**config.mk**
```make
export PLATFORM = sky130hd
export DESIGN_NAME = dice_bank
export DESIGN_NICKNAME = d
export VERILOG_FILES = /design/src/rtl/dice_bank.sv
export SDC_FILE = /design/constraint.sdc
export NUM_CORES = 1
export LEC_CHECK = 0
export ABC_AREA = 1
export CAP_MARGIN = 20
export CORE_MARGIN = 5
export CORE_UTILIZATION = 50
export DETAILED_ROUTE_END_ITERATION = 10
export PLACE_DENSITY = 0.75
export SLEW_MARGIN = 20
export SYNTH_ARGS = -nofsm -noshare
export SYNTH_HDL_FRONTEND = slang
export SYNTH_SLANG_ARGS = --single-unit
```
**constraint.sdc**
```tcl
create_clock -name clk -period 4.5 [get_ports clk]
set_input_delay 0.9 -clock clk [delete_from_list [all_inputs] [get_ports clk]]
set_output_delay 0.9 -clock clk [all_outputs]
set_load 0.01 [all_outputs]
```
**src/rtl/dice_bank.sv**
```systemverilog
// Bank of NUM_DICE odometer-style dice that roll while button is held and publish their sum after a settle delay.
// Optional build macro DICE_BANK_LFSR_EN gates the lowest die's carry with a 16-bit LFSR bit.
module dice_bank #(
    parameter  int NUM_DICE   = 2,
    parameter  int FACES      = 6,
    parameter  int SETTLE_CYC = 4,
    localparam int W          = $clog2(FACES + 1),
    localparam int SW         = $clog2(NUM_DICE * FACES + 1)
) (
    input  logic                  clk,
    input  logic                  rst,
    input  logic                  button,
    input  logic [NUM_DICE-1:0]   hold,
    output logic [NUM_DICE*W-1:0] throws,
    output logic [SW-1:0]         sum,
    output logic                  valid,
    output logic                  busy
);

    // state  | meaning
    // IDLE   | waiting for button
    // ROLL   | dice advance every edge while button is held
    // SETTLE | button released, counting down before publishing
    // DONE   | one cycle: latch sum and raise valid
    typedef enum logic [1:0] {
        IDLE   = 2'd0,
        ROLL   = 2'd1,
        SETTLE = 2'd2,
        DONE   = 2'd3
    } state_t;

    localparam logic [W-1:0]  FACE_MAX    = W'(FACES);
    localparam logic [W-1:0]  FACE_MIN    = W'(1);
    localparam logic [7:0]    SETTLE_LOAD = 8'(SETTLE_CYC - 1);
    localparam logic [SW-1:0] SUM_RESET   = SW'(NUM_DICE);

    state_t                     state, state_nxt;
    logic [7:0]                 cnt, cnt_nxt;
    logic [NUM_DICE-1:0][W-1:0] die;
    logic [NUM_DICE-1:0]        adv;
    logic                       carry0;
    logic [SW-1:0]              total;

`ifdef DICE_BANK_LFSR_EN
    logic [15:0] lfsr;

    always_ff @(posedge clk or posedge rst) begin
        if (rst) begin
            lfsr <= 16'hACE1;
        end else begin
            lfsr <= {lfsr[14:0], lfsr[15] ^ lfsr[13] ^ lfsr[12] ^ lfsr[10]};
        end
    end

    assign carry0 = lfsr[0];
`else
    assign carry0 = 1'b1;
`endif

    // Held dice pass their incoming carry straight through to the next die.
    always_comb begin : carry_chain
        logic c;
        c   = carry0;
        adv = '0;
        for (int i = 0; i < NUM_DICE; i++) begin
            adv[i] = c && !hold[i];
            if (!hold[i]) begin
                c = c && (die[i] == FACE_MAX);
            end
        end
    end

    always_comb begin : adder
        logic [SW-1:0] acc;
        acc = '0;
        for (int i = 0; i < NUM_DICE; i++) begin
            acc = acc + SW'(die[i]);
        end
        total = acc;
    end

    always_comb begin
        state_nxt = state;
        cnt_nxt   = cnt;
        case (state)
            IDLE: begin
                if (button) begin
                    state_nxt = ROLL;
                end
            end
            ROLL: begin
                if (!button) begin
                    state_nxt = SETTLE;
                    cnt_nxt   = SETTLE_LOAD;
                end
            end
            SETTLE: begin
                if (button) begin
                    state_nxt = ROLL;
                end else if (cnt == 8'd0) begin
                    state_nxt = DONE;
                end else begin
                    cnt_nxt = cnt - 8'd1;
                end
            end
            DONE: begin
                state_nxt = IDLE;
            end
            default: begin
                state_nxt = IDLE;
            end
        endcase
    end

    always_ff @(posedge clk or posedge rst) begin
        if (rst) begin
            state <= IDLE;
            cnt   <= 8'd0;
        end else begin
            state <= state_nxt;
            cnt   <= cnt_nxt;
        end
    end

    // The edge that leaves ROLL still advances the dice.
    always_ff @(posedge clk or posedge rst) begin
        if (rst) begin
            for (int i = 0; i < NUM_DICE; i++) begin
                die[i] <= FACE_MIN;
            end
        end else if (state == ROLL) begin
            for (int i = 0; i < NUM_DICE; i++) begin
                if (adv[i]) begin
                    die[i] <= (die[i] == FACE_MAX) ? FACE_MIN : die[i] + FACE_MIN;
                end
            end
        end
    end

    always_ff @(posedge clk or posedge rst) begin
        if (rst) begin
            sum   <= SUM_RESET;
            valid <= 1'b0;
        end else begin
            valid <= (state == DONE);
            if (state == DONE) begin
                sum <= total;
            end
        end
    end

    assign throws = die;
    assign busy   = (state != IDLE);

endmodule

```
==> metrics.cfg, run 1 <==
[status]
outcome=finished clean

[critical_path]
r2r-start=throws[3]$_DFFE_PP1P_
reg2reg_to=sum[2]$_DFFE_PP0P_
path_class=reg -> out
worstSetupEndpoint=busy
critPathRequiredTime_ps=3600
cp-startpoint=state[1]$_DFFE_PP0P_
regToRegSetupSlack_ps=2870
cp.arrival_ps=1440
r2r_cells=5
crit_path_end_kind=primary output
path_max_fanout=5
worstSetupStartpointType=flip-flop

[route]
drt_iter0_drc=53
wl_per_cell_um=11.34
drc=0
vias=992
ant_nets=0
totalWireLength_mm=2.268
first_pass_iters=4
vias_per_cell=4.960

[synthesis]
netlist_area_um2=1205
yosys.area_share.simple=0.3043
synth.yosys.warnings=0
yosysSeqAreaShare=0.4393
synthXorXnorAreaFrac=0.05088
syn_nets=162
synth-compound-area-share=0.07269
ys_ff_latch=21
synth_top_family_by_area=simple AND/OR/NAND/NOR gates
synthMuxAreaShare=0
syn_inst=152
ys_types=23
postSynthAreaPerCell_um2=7.927
yosys.area_share.adder=0.05815

[cts]
cts_resized=0
cts_num_sinks=21
root_buffer=clkbuf_4
cts_hold_buf=0
clk_pin_slew_ps=110
cts_tree=built
insertion_delay_ps=290
htreeDepth=1
clock_path_buffers=2
cts_buffers=3
postCtsSetupRepairBufs=0

[cells_and_area]
drive_gt1_frac=0.1105
synthToLayoutAreaGrowth_pct=18.48
fin_nets=183
fin_cells=200
antennaDiodeCount=0
finalInstanceArea_um2=1428

[grt]
grt_pass1_wl_mm=4.250
grt_pass1_vias=1041
grt_max_degree=22
grt-ovfl-total=0
grtUsageTotal=0.1558
antenna_found_initial=0

[floorplanning]
start_util=0.5344
fp.dieW_um=59.09
dieArea_um2=3492
die_y_um=59.09
fp-row-count=17
pin_count=17
core_area_um2=2255

[sta]
worst_slew_pin_slew_ps=774.2
timing.final.ws_setup_ps=2155
finalClockSkew_ps=6.119
setup_viol=0
min_period_ps=2345
slew_violations=0
hold_viol=0
fin_crit_sh=0.5211
fin_tns_setup_ps=0
rsz0062_at_grt=no
fmax_ghz=0.4265
relSlewSlack=0.4833

[power]
p_leak_nw=0.7214
peakVddDrop_mv=0.3538
p_per_area_nw_per_um2=517.3

[placed_design]
numPortBuffers=16
hpwl_mm=1.797
gp_congestion=0.8306
place_ws_ps=2332
post_dp_cell_area_um2=1400
dp.cells=196

[worst_hold_path]
hp-class=reg -> reg

[flow_run]
drv_cap=0

[registers in the layout (all words and copies together) (netlist names)]
name	flops
valid	1
sum	4
state	2
throws	6
cnt	8
[synth_stat cells]
master,n,area [µm²]
a21o_1,1,7.510
a21oi_1,4,20.02
dfrtp_1,18,450.4
dfstp_2,3,78.83
fa_1,1,20.02
ha_1,4,50.05
inv_1,23,86.33
inv_2,1,3.750
nand2_1,37,138.9
nand2_2,1,6.260
nand2_4,3,33.78
nand3_1,10,50.05
nand4_1,3,18.77
nor2_1,21,78.83
nor2_2,3,18.77
nor2_4,1,11.26
nor3_1,2,10.01
o21ai_0,4,20.02
o21ai_2,3,26.28
o21bai_1,1,7.510
o22ai_1,1,6.260
xnor2_1,1,8.760
xor2_1,6,52.55
[area by class of cell]
class                   count  area, µm²
fillers                   217      827.0
multi-input cells         107      585.6
flip-flops and latches     21      529.3
repair buffers             16      160.2
inverters                  24      90.09
well taps                  28      35.03
clock buffers               3      22.52
clock inverters             1      5.005
[routing by layer]
metal	share of wire	wire length [µm]	vias to the layer above	global-route usage
li1	-	-	513	-
met1	0.47	1062	463	0.2014
met2	0.50	1135	14	0.2697
met3	0.025	57	2	0.02397
met4	0.0053	12	0	0.04207
met5	0	0	-	0
[power by group]
part	internal, mW	switching (mW)	leakage [nW]	total [mW]
sequential	0.252	0.0564	0.263	0.309
combinational	0.167	0.176	0.441	0.343
clock	0.0330	0.0533	0.0177	0.0863
total	0.453	0.286	0.721	0.738
[worst max-delay path, cell delays in order, from the launching register on]
cell and delay (ps):
dfrtp_1 470, nor2_1 160, inv_1 50, clkdlybuf4s50_1 470
[cell families (layout without fill, tap and decap cells)]
kind of cell,count (synthesis),after routing
xor+xnor,7,7
simple gates,81,81
compound gates,14,14
buf+inv,24,44
fa+ha+maj,5,5
flops,21,21
[layout by cell type, fill, tap and decap left out]
cell	count
a21o_1	1
a21oi_1	4
clkbuf_4	3
clkdlybuf4s50_1	16
clkinv_2	1
dfrtp_1	18
dfstp_2	3
fa_1	1
ha_1	4
inv_1	23
inv_2	1
nand2_1	37
nand2_2	1
nand2_4	3
nand3_1	10
nand4_1	3
nor2_1	21
nor2_2	3
nor2_4	1
nor3_1	2
o21ai_0	4
o21ai_2	3
o21bai_1	1
o22ai_1	1
xnor2_1	1
xor2_1	6
[worst min-delay path by stage]
stage | start | to | slack [ps] | cells past startpoint
finish | sum[3]$_DFFE_PP0P_ | sum[3]$_DFFE_PP0P_ | 490 | 1
global route | sum[3]$_DFFE_PP0P_ | sum[3]$_DFFE_PP0P_ | 500 | 1
CTS | sum[3]$_DFFE_PP0P_ | sum[3]$_DFFE_PP0P_ | 490 | 1
detailed placement | sum[3]$_DFFE_PP0P_ | sum[3]$_DFFE_PP0P_ | 460 | 1
global placement | sum[3]$_DFFE_PP0P_ | sum[3]$_DFFE_PP0P_ | 460 | 1
floorplan | cnt[0]$_DFFE_PP0P_ | cnt[0]$_DFFE_PP0P_ | 470 | 2
[through the flow]
stage | power (mW) | util | hold WS (ps)
finish | 0.7385 | 0.6332 | 485.5
detailed placement | 0.6570 | 0.6210 | 464.4
CTS | 0.7489 | 0.6332 | 491.5
global placement | 0.6485 | 0.6210 | 460.2
floorplan | 0.5121 | - | 472.9
global route | 0.8099 | 0.6332 | 504.9
Note: power is estimated with default switching activity, not from simulation.
==> run 2: changes to the inputs <==
--- a/config.mk
+++ b/config.mk
@@ -8,7 +8,7 @@
 export ABC_AREA = 1
 export CAP_MARGIN = 20
 export CORE_MARGIN = 5
-export CORE_UTILIZATION = 50
+export CORE_UTILIZATION = 48
 export DETAILED_ROUTE_END_ITERATION = 10
 export PLACE_DENSITY = 0.75
 export SLEW_MARGIN = 20
==> constraint.sdc (replaced) <==
create_clock -name clk -period 2 [get_ports clk]
set_input_delay 0.4 -clock clk [delete_from_list [all_inputs] [get_ports clk]]
set_output_delay 0.4 -clock clk [all_outputs]
set_load 0.01 [all_outputs]
==> run 2 against run 1 <==
Effect of this change: cell count rose by 1.5%; register-to-register slack got worse by 2400 ps; largest power group unchanged; die area rose by 3.4%; core utilization fell by 4.2 points; hold slack got worse by 78 ps; via count rose by 0.71%.
==> metrics.cfg, run 2 (same netlist as run 1, synthesis figures left out) <==
[status]
outcome=finished clean

[route]
drt_iter0_drc=17
ant_nets=0
first_pass_iters=4
vias_per_cell=4.921
vias=999
drc=0
totalWireLength_mm=2.255
wl_per_cell_um=11.11

[floorplanning]
fp.dieW_um=60.10
start_util=0.4954
fp-row-count=18
die_y_um=60.10
core_area_um2=2432
dieArea_um2=3612
pin_count=17

[worst_hold_path]
hp-class=in -> async

[power]
swShare=0.3854
p_leak_nw=0.7262
power_mw=1.651
seq_power_share=0.421
p_clk_frac=0.119
comb_power_share=0.460
peakVddDrop_mv=0.8648
p_switching_mw=0.6364
p_per_area_nw_per_um2=1149
intPower_mw=1.015

[cts]
cts_resized=0
clk_pin_slew_ps=120
cts_tree=built
cts_hold_buf=0
postCtsSetupRepairBufs=0
cts_buffers=3
cts_num_sinks=21
insertion_delay_ps=300
clock_path_buffers=2
htreeDepth=1
root_buffer=clkbuf_4

[grt]
grt_pass1_vias=958
grt-ovfl-total=0
grt_max_degree=22
grtUsageTotal=0.1455
antenna_found_initial=0
grt_pass1_wl_mm=3.939

[cells_and_area]
layout_commonest_cell=nand2_1
utilization=0.5910
layout_common_cells=37 x nand2_1, 23 x inv_1, 21 x nor2_1, 18 x dfrtp_1, 16 x clkdlybuf4s50_1
largest_reg_flops=8
antennaDiodeCount=0
fin_nets=184
drive_gt1_frac=0.1156
regMostFlops=cnt
synthToLayoutAreaGrowth_pct=19.31

[critical_path]
r2r-start=throws[3]$_DFFE_PP1P_
r2r_cells=5
cp.buffers_inverters=2
worstSetupStartpointType=flip-flop
path_class=reg -> out
reg2reg_to=sum[2]$_DFFE_PP0P_
crit_path_end_kind=primary output
cp_slowest_cell=clkdlybuf4s50_1
regToRegSetupSlack_ps=430
cp.arrival_ps=1470
critPathRequiredTime_ps=1600
max_stage_delay_ps=480
critPathTopFamily=buffers and inverters
path_cells=nor2_1, inv_1, clkdlybuf4s50_1
path_max_fanout=5

[placed_design]
place_ws_ps=316.0
numPortBuffers=16
hpwl_mm=1.766
gp_congestion=0.8310

[sta]
slew_violations=0
rsz0062_at_grt=no
setup_viol=0
worst_slew_pin_slew_ps=287.5
relSlewSlack=0.8078
fmax_ghz=0.5340
min_period_ps=1873
finalClockSkew_ps=14.31
fin_tns_setup_ps=0
hold_viol=0
timing.final.ws_setup_ps=127.4
fin_crit_sh=0.9363

[flow_run]
drv_cap=0

## run 2: per-layer routing
metal / vias to the layer above / wire [µm] / part of all wire / global-route usage
li1: 515 / - / - / -
met3: 2 / 59 / 0.026 / 0.03024
met2: 13 / 1164 / 0.52 / 0.2531
met4: 0 / 19 / 0.0084 / 0.06329
met1: 469 / 1012 / 0.45 / 0.1709
met5: - / 0 / 0 / 0
## run 2: worst max-delay path by stage
stage,from,to,slack [ps],cells past startpoint
5_1_grt,state[1]$_DFFE_PP0P_,busy,30,3
3_3_place_gp,button,cnt[0]$_DFFE_PP0P_,380,6
2_1_floorplan,throws[0]$_DFFE_PP1P_,sum[2]$_DFFE_PP0P_,510,5
3_5_place_dp,button,cnt[5]$_DFFE_PP0P_,320,6
4_1_cts,state[1]$_DFFE_PP0P_,busy,100,3
6_report,state[1]$_DFFE_PP0P_,busy,130,3
## run 2: through the flow
stage               instances  hold slack, ps  area, µm²
floorplan                 152           374.3       1205
global route              203           435.3       1438
CTS                       203           411.0       1438
detailed placement        199           467.1       1410
finish                    203           407.8       1438
global placement          199           459.8       1410
## run 2: tightest hold or removal path, stage by stage
cell and delay, ps:
clkdlybuf4s50_1 390, inv_1 50, buf_4 260
## run 2: area by class of cell
| class | instances | area [µm²] |
|---|---|---|
| clock buffers | 3 | 22.52 |
| inverters | 24 | 90.09 |
| clock inverters | 1 | 5.005 |
| flip-flops and latches | 21 | 529.3 |
| multi-input cells | 107 | 585.6 |
| repair buffers | 17 | 167.7 |
| fillers | 237 | 994.7 |
| well taps | 30 | 37.54 |
## run 2: power by group through the flow
stage | clock network [mW] | registers, mW | logic, mW
6_report | 0.196 | 0.696 | 0.759
5_1_grt | 0.233 | 0.721 | 0.864
4_1_cts | 0.205 | 0.700 | 0.772
3_5_place_dp | 0 | 0.707 | 0.763
3_3_place_gp | 0 | 0.705 | 0.752
2_1_floorplan | 0 | 0.727 | 0.425
==> run 3: changes to the inputs <==
--- a/config.mk
+++ b/config.mk
@@ -11,7 +11,6 @@
 export CORE_UTILIZATION = 48
 export DETAILED_ROUTE_END_ITERATION = 10
 export PLACE_DENSITY = 0.75
-export SLEW_MARGIN = 20
 export SYNTH_ARGS = -nofsm -noshare
 export SYNTH_HDL_FRONTEND = slang
 export SYNTH_SLANG_ARGS = --single-unit
==> results of run 3 <==
Final layout, timing and power as in run 2 (identical DEF).
